<file path="src/rtl/des_pkg.sv">
// Shared definitions for the DES campaign controller: FSM state encoding,
// default widths and the default gap between regions.
package des_pkg;

    localparam int DEF_REGION_W   = 16;
    localparam int DEF_COUNT_W    = 48;
    localparam int DEF_TOTAL_W    = 64;
    localparam int DEF_GAP_CYCLES = 2;
    localparam int DEF_TIMEOUT_W  = 32;

    typedef enum logic [2:0] {
        IDLE    = 3'd0,
        LAUNCH  = 3'd1,
        WAIT    = 3'd2,
        CAPTURE = 3'd3,
        RELEASE = 3'd4,
        DONE    = 3'd5
    } state_t;

endpackage

</file>
<file path="src/rtl/sat_accumulator.sv">
// Saturating accumulator: adds a zero-extended IN_W operand into an OUT_W
// running sum that sticks at all-ones instead of wrapping.
module sat_accumulator #(
    parameter int IN_W  = 48,
    parameter int OUT_W = 64
) (
    input  logic             clk,
    input  logic             rst_n,
    input  logic             i_clear,
    input  logic             i_add_en,
    input  logic [IN_W-1:0]  i_add_val,
    output logic [OUT_W-1:0] o_sum
);

    logic [OUT_W-1:0] r_sum;
    logic [OUT_W:0]   w_sum_ext;

    // One extra bit catches the carry that signals overflow.
    assign w_sum_ext = {1'b0, r_sum} + (OUT_W+1)'(i_add_val);

    always_ff @(posedge clk) begin
        if (!rst_n || i_clear) begin
            r_sum <= '0;
        end else if (i_add_en) begin
            r_sum <= w_sum_ext[OUT_W] ? '1 : w_sum_ext[OUT_W-1:0];
        end
    end

    assign o_sum = r_sum;

endmodule

</file>
<file path="src/rtl/des_campaign_ctrl.sv">
// Sequences a DES cracking block over a (possibly wrapping) range of regions
// and sums the per-region hit counts. Define DES_CAMPAIGN_LOG_EN for log outputs.
module des_campaign_ctrl
    import des_pkg::*;
#(
    parameter int REGION_W   = DEF_REGION_W,
    parameter int COUNT_W    = DEF_COUNT_W,
    parameter int TOTAL_W    = DEF_TOTAL_W,
    parameter int GAP_CYCLES = DEF_GAP_CYCLES,
    parameter int TIMEOUT_W  = DEF_TIMEOUT_W
) (
    input  logic                clk,
    input  logic                rst_n,
    input  logic                go,
    input  logic                abort,
    input  logic [REGION_W-1:0] region_first,
    input  logic [REGION_W-1:0] region_last,
    output logic                blk_start,
    output logic [REGION_W-1:0] blk_region_select,
    input  logic [COUNT_W-1:0]  blk_counter,
    input  logic                blk_valid,
    output logic [TOTAL_W-1:0]  total_count,
    output logic [REGION_W:0]   regions_done,
    output logic                busy,
    output logic                done,
    output logic                aborted,
    output logic                timeout
`ifdef DES_CAMPAIGN_LOG_EN
    ,
    output logic                log_valid,
    output logic [REGION_W-1:0] log_region,
    output logic [COUNT_W-1:0]  log_count
`endif
);

    localparam int GAP_W = (GAP_CYCLES > 1) ? $clog2(GAP_CYCLES) : 1;

    state_t              r_state;
    state_t              w_state_next;
    logic [REGION_W-1:0] r_cur_region;
    logic [REGION_W-1:0] r_last_region;
    logic [TIMEOUT_W-1:0] r_wdog;
    logic [TIMEOUT_W-1:0] w_wdog_inc;
    logic [GAP_W-1:0]    r_gap;
    logic [REGION_W:0]   r_regions_done;
    logic                r_aborted;
    logic                r_timeout;
    logic                w_go_accept;
    logic                w_timeout_hit;
    logic                w_abort_req;
    logic                w_gap_end;
    logic                w_busy;

    assign w_wdog_inc  = r_wdog + TIMEOUT_W'(1);
    assign w_abort_req = abort || r_aborted;
    assign w_gap_end   = (r_gap == GAP_W'(GAP_CYCLES - 1));
    assign w_busy      = (r_state != IDLE) && (r_state != DONE);

    always_comb begin
        w_state_next  = r_state;
        w_go_accept   = 1'b0;
        w_timeout_hit = 1'b0;
        case (r_state)
            IDLE, DONE: begin
                if (go) begin
                    w_go_accept  = 1'b1;
                    w_state_next = LAUNCH;
                end
            end
            LAUNCH:  w_state_next = WAIT;
            WAIT: begin
                // Abort wins over a same-cycle result, which wins over the watchdog.
                if (w_abort_req) begin
                    w_state_next = RELEASE;
                end else if (blk_valid) begin
                    w_state_next = CAPTURE;
                end else if (w_wdog_inc == '1) begin
                    w_timeout_hit = 1'b1;
                    w_state_next  = RELEASE;
                end
            end
            CAPTURE: w_state_next = RELEASE;
            RELEASE: begin
                if (w_gap_end) begin
                    w_state_next = (w_abort_req || r_timeout || (r_cur_region == r_last_region))
                                   ? DONE : LAUNCH;
                end
            end
            default: w_state_next = IDLE;
        endcase
    end

    always_ff @(posedge clk) begin
        if (!rst_n) begin
            r_state        <= IDLE;
            r_cur_region   <= '0;
            r_last_region  <= '0;
            r_wdog         <= '0;
            r_gap          <= '0;
            r_regions_done <= '0;
            r_aborted      <= 1'b0;
            r_timeout      <= 1'b0;
        end else begin
            r_state <= w_state_next;
            if (w_go_accept) begin
                r_cur_region   <= region_first;
                r_last_region  <= region_last;
                r_regions_done <= '0;
                r_aborted      <= 1'b0;
                r_timeout      <= 1'b0;
            end
            // Sticky, so an abort seen in LAUNCH or CAPTURE still ends the run in RELEASE.
            if (w_busy && abort) begin
                r_aborted <= 1'b1;
            end
            if (w_timeout_hit) begin
                r_timeout <= 1'b1;
            end
            case (r_state)
                LAUNCH:  r_wdog <= '0;
                WAIT:    r_wdog <= w_wdog_inc;
                CAPTURE: r_regions_done <= r_regions_done + (REGION_W+1)'(1);
                RELEASE: begin
                    r_gap <= w_gap_end ? '0 : r_gap + GAP_W'(1);
                    if (w_state_next == LAUNCH) begin
                        r_cur_region <= r_cur_region + REGION_W'(1);
                    end
                end
                default: ;
            endcase
        end
    end

    sat_accumulator #(
        .IN_W  (COUNT_W),
        .OUT_W (TOTAL_W)
    ) u_acc (
        .clk       (clk),
        .rst_n     (rst_n),
        .i_clear   (w_go_accept),
        .i_add_en  (r_state == CAPTURE),
        .i_add_val (blk_counter),
        .o_sum     (total_count)
    );

    // Gated by rst_n so the block sees start fall in the very cycle reset is applied.
    assign blk_start = rst_n && ((r_state == LAUNCH) || (r_state == WAIT) || (r_state == CAPTURE));
    assign blk_region_select = r_cur_region;
    assign regions_done      = r_regions_done;
    assign busy              = w_busy;
    assign done              = (r_state == DONE);
    assign aborted           = r_aborted;
    assign timeout           = r_timeout;

`ifdef DES_CAMPAIGN_LOG_EN
    logic [COUNT_W-1:0] r_log_count;

    always_ff @(posedge clk) begin
        if (!rst_n) begin
            r_log_count <= '0;
        end else if ((r_state == WAIT) && blk_valid) begin
            r_log_count <= blk_counter;
        end
    end

    assign log_valid  = (r_state == CAPTURE);
    assign log_region = r_cur_region;
    assign log_count  = r_log_count;
`endif

endmodule

</file>
<file path="config.mk">
export PLATFORM = sky130hd
export DESIGN_NAME = des_campaign_ctrl
export DESIGN_NICKNAME = d
export VERILOG_FILES = /design/src/rtl/des_pkg.sv /design/src/rtl/sat_accumulator.sv /design/src/rtl/des_campaign_ctrl.sv
export SDC_FILE = /design/constraint.sdc
export NUM_CORES = 1
export LEC_CHECK = 0
export CAP_MARGIN = 10
export CORE_ASPECT_RATIO = 0.9
export CORE_UTILIZATION = 53
export DETAILED_ROUTE_END_ITERATION = 12
export DONT_BUFFER_PORTS = 1
export PLACE_DENSITY = 0.68
export SETUP_SLACK_MARGIN = 0.5
export SYNTH_ARGS = -nofsm -noshare
export SYNTH_HDL_FRONTEND = slang
export SYNTH_HIERARCHICAL = 1
export SYNTH_SLANG_ARGS = --single-unit
</file>
<file path="constraint.sdc">
create_clock -name clk -period 5.4 [get_ports clk]
set_input_delay 0.54 -clock clk [delete_from_list [all_inputs] [get_ports clk]]
set_output_delay 0.54 -clock clk [all_outputs]
set_load 0.02 [all_outputs]
</file>
==> metrics.md <==
| Metric | Value |
|---|---|
| Status | finished, final reports clean |
| Worst Setup Start Kind | register |
| Setup-failing EPs final | 0 |
| Critical setup path kind | register to register |
| Met1 Use GR | a little over a third |
| Hold Vio Cnt, Final | 0 |
| DRC | 0 |
| P_sw | 0.0008467 W |
| Top cell type's share of synthesized area | 30.04% |
| Area growth, synth to finish | 6.429% |
| Maximum vdd drop | 0.2104 mV |
| Leak | 4.061 nW |
| Combinational share of power | around an eighth |
| Synth Instances | 1309 |
| Critical Path End Type | register |
| Max Fclk | 287.6 MHz |
| Vias per cell | 6.279 |
| Clock Skew | 0.01294 ns |
| Clock sink total | 151 |
| Clock-pin slew on the worst setup and hold paths | 0.08 ns |
| Vias in the first global route | 8837 |
| Internal power | 0.001886 W |
| WL final | 27150 um |
| Post-synthesis cell area | 10060 um^2 |
| Area contributors post-synth | dfxtp_1, a21oi_1, ha_1, nand2_1, o21ai_0 |
| Reg2Reg Depth | 11 |
| Sequential area share after synthesis | a little under a third |
| Critical Path AT | around 3.8 ns |
| IO Port Bufs | 0 |
| Largest area contributor in the synthesized netlist | dfxtp_1 |
| #FFs+latches synth | 151 |
| # diodes | 0 |
| Register area | roughly 3000 um^2 |
| Worst Hold Class | input port to register |
| Fill count | approximately 1800 |
| Number of max-cap violations | 0 |
| Sequential share of power | roughly 44% |
| Row cnt | 47 |
| First-pass GRT wire length | 44130 um |
| EDFF count, synth | 0 |
| Largest net degree at the start of global routing | 65 |
| TritonCTS Buffers | 17 |
| Fraction of layout cells with a size suffix above 1 | 7.002% |
| H-tree levels | 4 |
| FF-to-FF Start | u_acc/o_sum[0]$_SDFFE_PP0P_ |
| Crit-path cells | ha_1 -> fa_1 -> a21oi_1 -> o2bb2ai_1 -> o21ai_1 -> a31oi_1 -> o2111a_2 -> o211ai_1 -> and2_1 -> and4_4 -> nor3_2 |
| Yosys cell types | 89 |
| Reg2reg end | u_acc/o_sum[49]$_SDFFE_PP0P_ |
| Die width | around 150 um |
| Hold EP | r_last_region[15]$_SDFFE_PN0P_ |
| Root Buffer | clkbuf_16 |
| Slowest cell on crit path | and2_1 |
| Crit-path max FO | 18 |
| Sw frac | 30.99% |
| TritonRoute pass-1 iters | 5 |
| Fin nets | 1396 |
| Vias | 9519 |
| Antenna viol nets, final | 0 |
| # IOs | around 190 |
| P per Cell Area | 255.2 nW/um^2 |
| RSZ-0062 raised after global routing | false |
| Clk buf depth | 2 |
| Avg Cell Area, Syn | slightly below 8 um^2 |
| Main synth FF type | dfxtp_1 |
| Worst path top cell family by delay | compound AO/OA/AOI/OAI gates |
| Initial antenna violation count | 0 |
| TritonCTS clock tree | built |
| Multi-input logic area | 6633 um^2 |
| Post-CTS Hold Buffers | 0 |
| Grt met2 use | 45.91% |
| WL per Instance | between 15 and 20 um |
| Delay of the slowest cell on the worst path | 0.70 ns |
| Die footprint | 19540 um^2 |
| CP Data Required Time | 5.72 ns |
| Core Util, Final | ~58% |
| Met3 usage | 7.379% |
| Crit path buffers/inverters | 0 |
| GR peak layer | met2 |
| Syn nets | 1447 |
| Ys Warns | 6 |
| Worst-Skew Late Latency | 0.43 ns |
| Setup_tns | 0 ns |
| Final HPWL DP | approximately 19000 um |
| Hold Path Depth | 2 |
| Final Max Tran Viols | 0 |
| Max-slew headroom | 27.88% |
| Worst-Margin Slew | 1.079 ns |
| R2r setup slk | 1.92 ns |
| Worst Hold Launch | region_last[15] |
| Aggregate global-route resource usage | approximately 28% |
| Post-CTS Setup Inserts | 0 |
| Clock power share | 44.0% |
| Die Ht | 132.7 um |
| Core Region | 18470 um^2 |
| Post-CTS sizing | 0 |
| First DRT Iteration DRCs | 621 |
| Fraction of registers with async set/reset | 0% |
| Final min period | 3.477 ns |
| Remaining Overflow, GRT | 0 |
| Fin crit share | 64.40% |
| Initial Utilization | 54.49% |
| Routability cong. | 0.9162 |
## power groups by stage
stage          Clock, W  Combinational [W]  Sequential [W]
2_1_floorplan         0           0.000269         0.00121
3_3_place_gp          0           0.000319         0.00123
3_5_place_dp          0           0.000322         0.00123
4_1_cts         0.00123           0.000325         0.00120
5_1_grt         0.00128           0.000365         0.00121
6_report        0.00120           0.000327         0.00120
## metal layers
layer  part of all wire (%)  vias to the layer above
met5                      0                        -
met4                    1.7                        0
met3                    7.1                       31
met2                     48                      315
met1                     43                     4458
li1                       -                     4715
## cell usage in the layout (no fill, tap or decap), types with 34 or more instances in the layout
master and instances:
nand4_1 34, a31oi_1 45, xnor2_1 46, nand2_1 156, a21oi_1 146, nand3_1 51, nor2_1 85, ha_1 52
dfxtp_1 151, o21ai_0 106
## cell usage after synthesis (all sizes together), types with 3 or more instances
cell type  instances
a211oi             7
a21boi             7
a21o              19
a21oi            150
a221oi             3
a22oi             13
a311oi             5
a31o               4
a31oi             45
a32oi              3
a41oi              3
and2              19
and3              17
and4               9
buf               23
clkbuf            53
dfxtp            151
ha                52
inv               26
mux2               6
mux2i              8
nand2            156
nand2b            10
nand3             52
nand3b             4
nand4             36
nand4b             3
nor2              86
nor2b             16
nor3              32
nor4              17
nor4b              4
o211a             11
o211ai             5
o21a              10
o21ai            112
o21bai             8
o221a              3
o31ai              3
or2                7
or3               10
xnor2             46
xor2              27
## state kept, by name, summed over array words and instances, names as in the netlist
register	count
r_wdog	32
regions_done	17
u_acc/o_sum	64
blk_region_select	16
r_last_region	16
aborted	1
timeout	1
r_state	3
r_gap	1
## cell families after synthesis
group | count (synthesis) | share of synthesized area [%]
AOI/OAI and AO/OA | 430 | 26.42
xor gates and xnor gates | 73 | 6.354
adders and majority gates | 53 | 6.665
buffers and inverters | 102 | 4.215
DFF | 151 | 30.04
muxes | 14 | 1.467
and+or+nand+nor | 486 | 24.83
## worst max-delay path by stage
stage                                      startpoint                            to  slack, ns  depth (start not counted)
after global routing      u_acc/o_sum[0]$_SDFFE_PP0P_  u_acc/o_sum[49]$_SDFFE_PP0P_       1.69                         11
after floorplan                        blk_counter[0]  u_acc/o_sum[28]$_SDFFE_PP0P_       2.47                         11
after global placement                 blk_counter[0]  u_acc/o_sum[49]$_SDFFE_PP0P_       1.90                         11
final                     u_acc/o_sum[0]$_SDFFE_PP0P_  u_acc/o_sum[49]$_SDFFE_PP0P_       1.92                         11
after detailed placement               blk_counter[0]  u_acc/o_sum[49]$_SDFFE_PP0P_       1.82                         11
after CTS                 u_acc/o_sum[0]$_SDFFE_PP0P_  u_acc/o_sum[49]$_SDFFE_PP0P_       1.95                         11
## cell type report
cell class              count  share of cell area (%)
multi-input cells        1056                   61.93
flip-flops and latches    151                   28.23
clock buffers              17                   3.972
well taps                 245                   2.862
clock inverters            15                   1.671
inverters                  26                  0.9113
repair buffers              6                  0.4206
## metrics by stage
step	worst slack [ns]	hold WS, ns	power [W]	instances	cell area, um^2
2_1_floorplan	2.470	0.4488	0.001482	1309	10060
5_1_grt	1.693	0.2097	0.002847	1516	10710
6_report	1.923	0.2331	0.002733	1516	10710
4_1_cts	1.952	0.2180	0.002753	1516	10710
3_5_place_dp	1.820	0.4591	0.001550	1484	10100
3_3_place_gp	1.896	0.4567	0.001546	1484	10100
(Power assumes the default switching activity.)
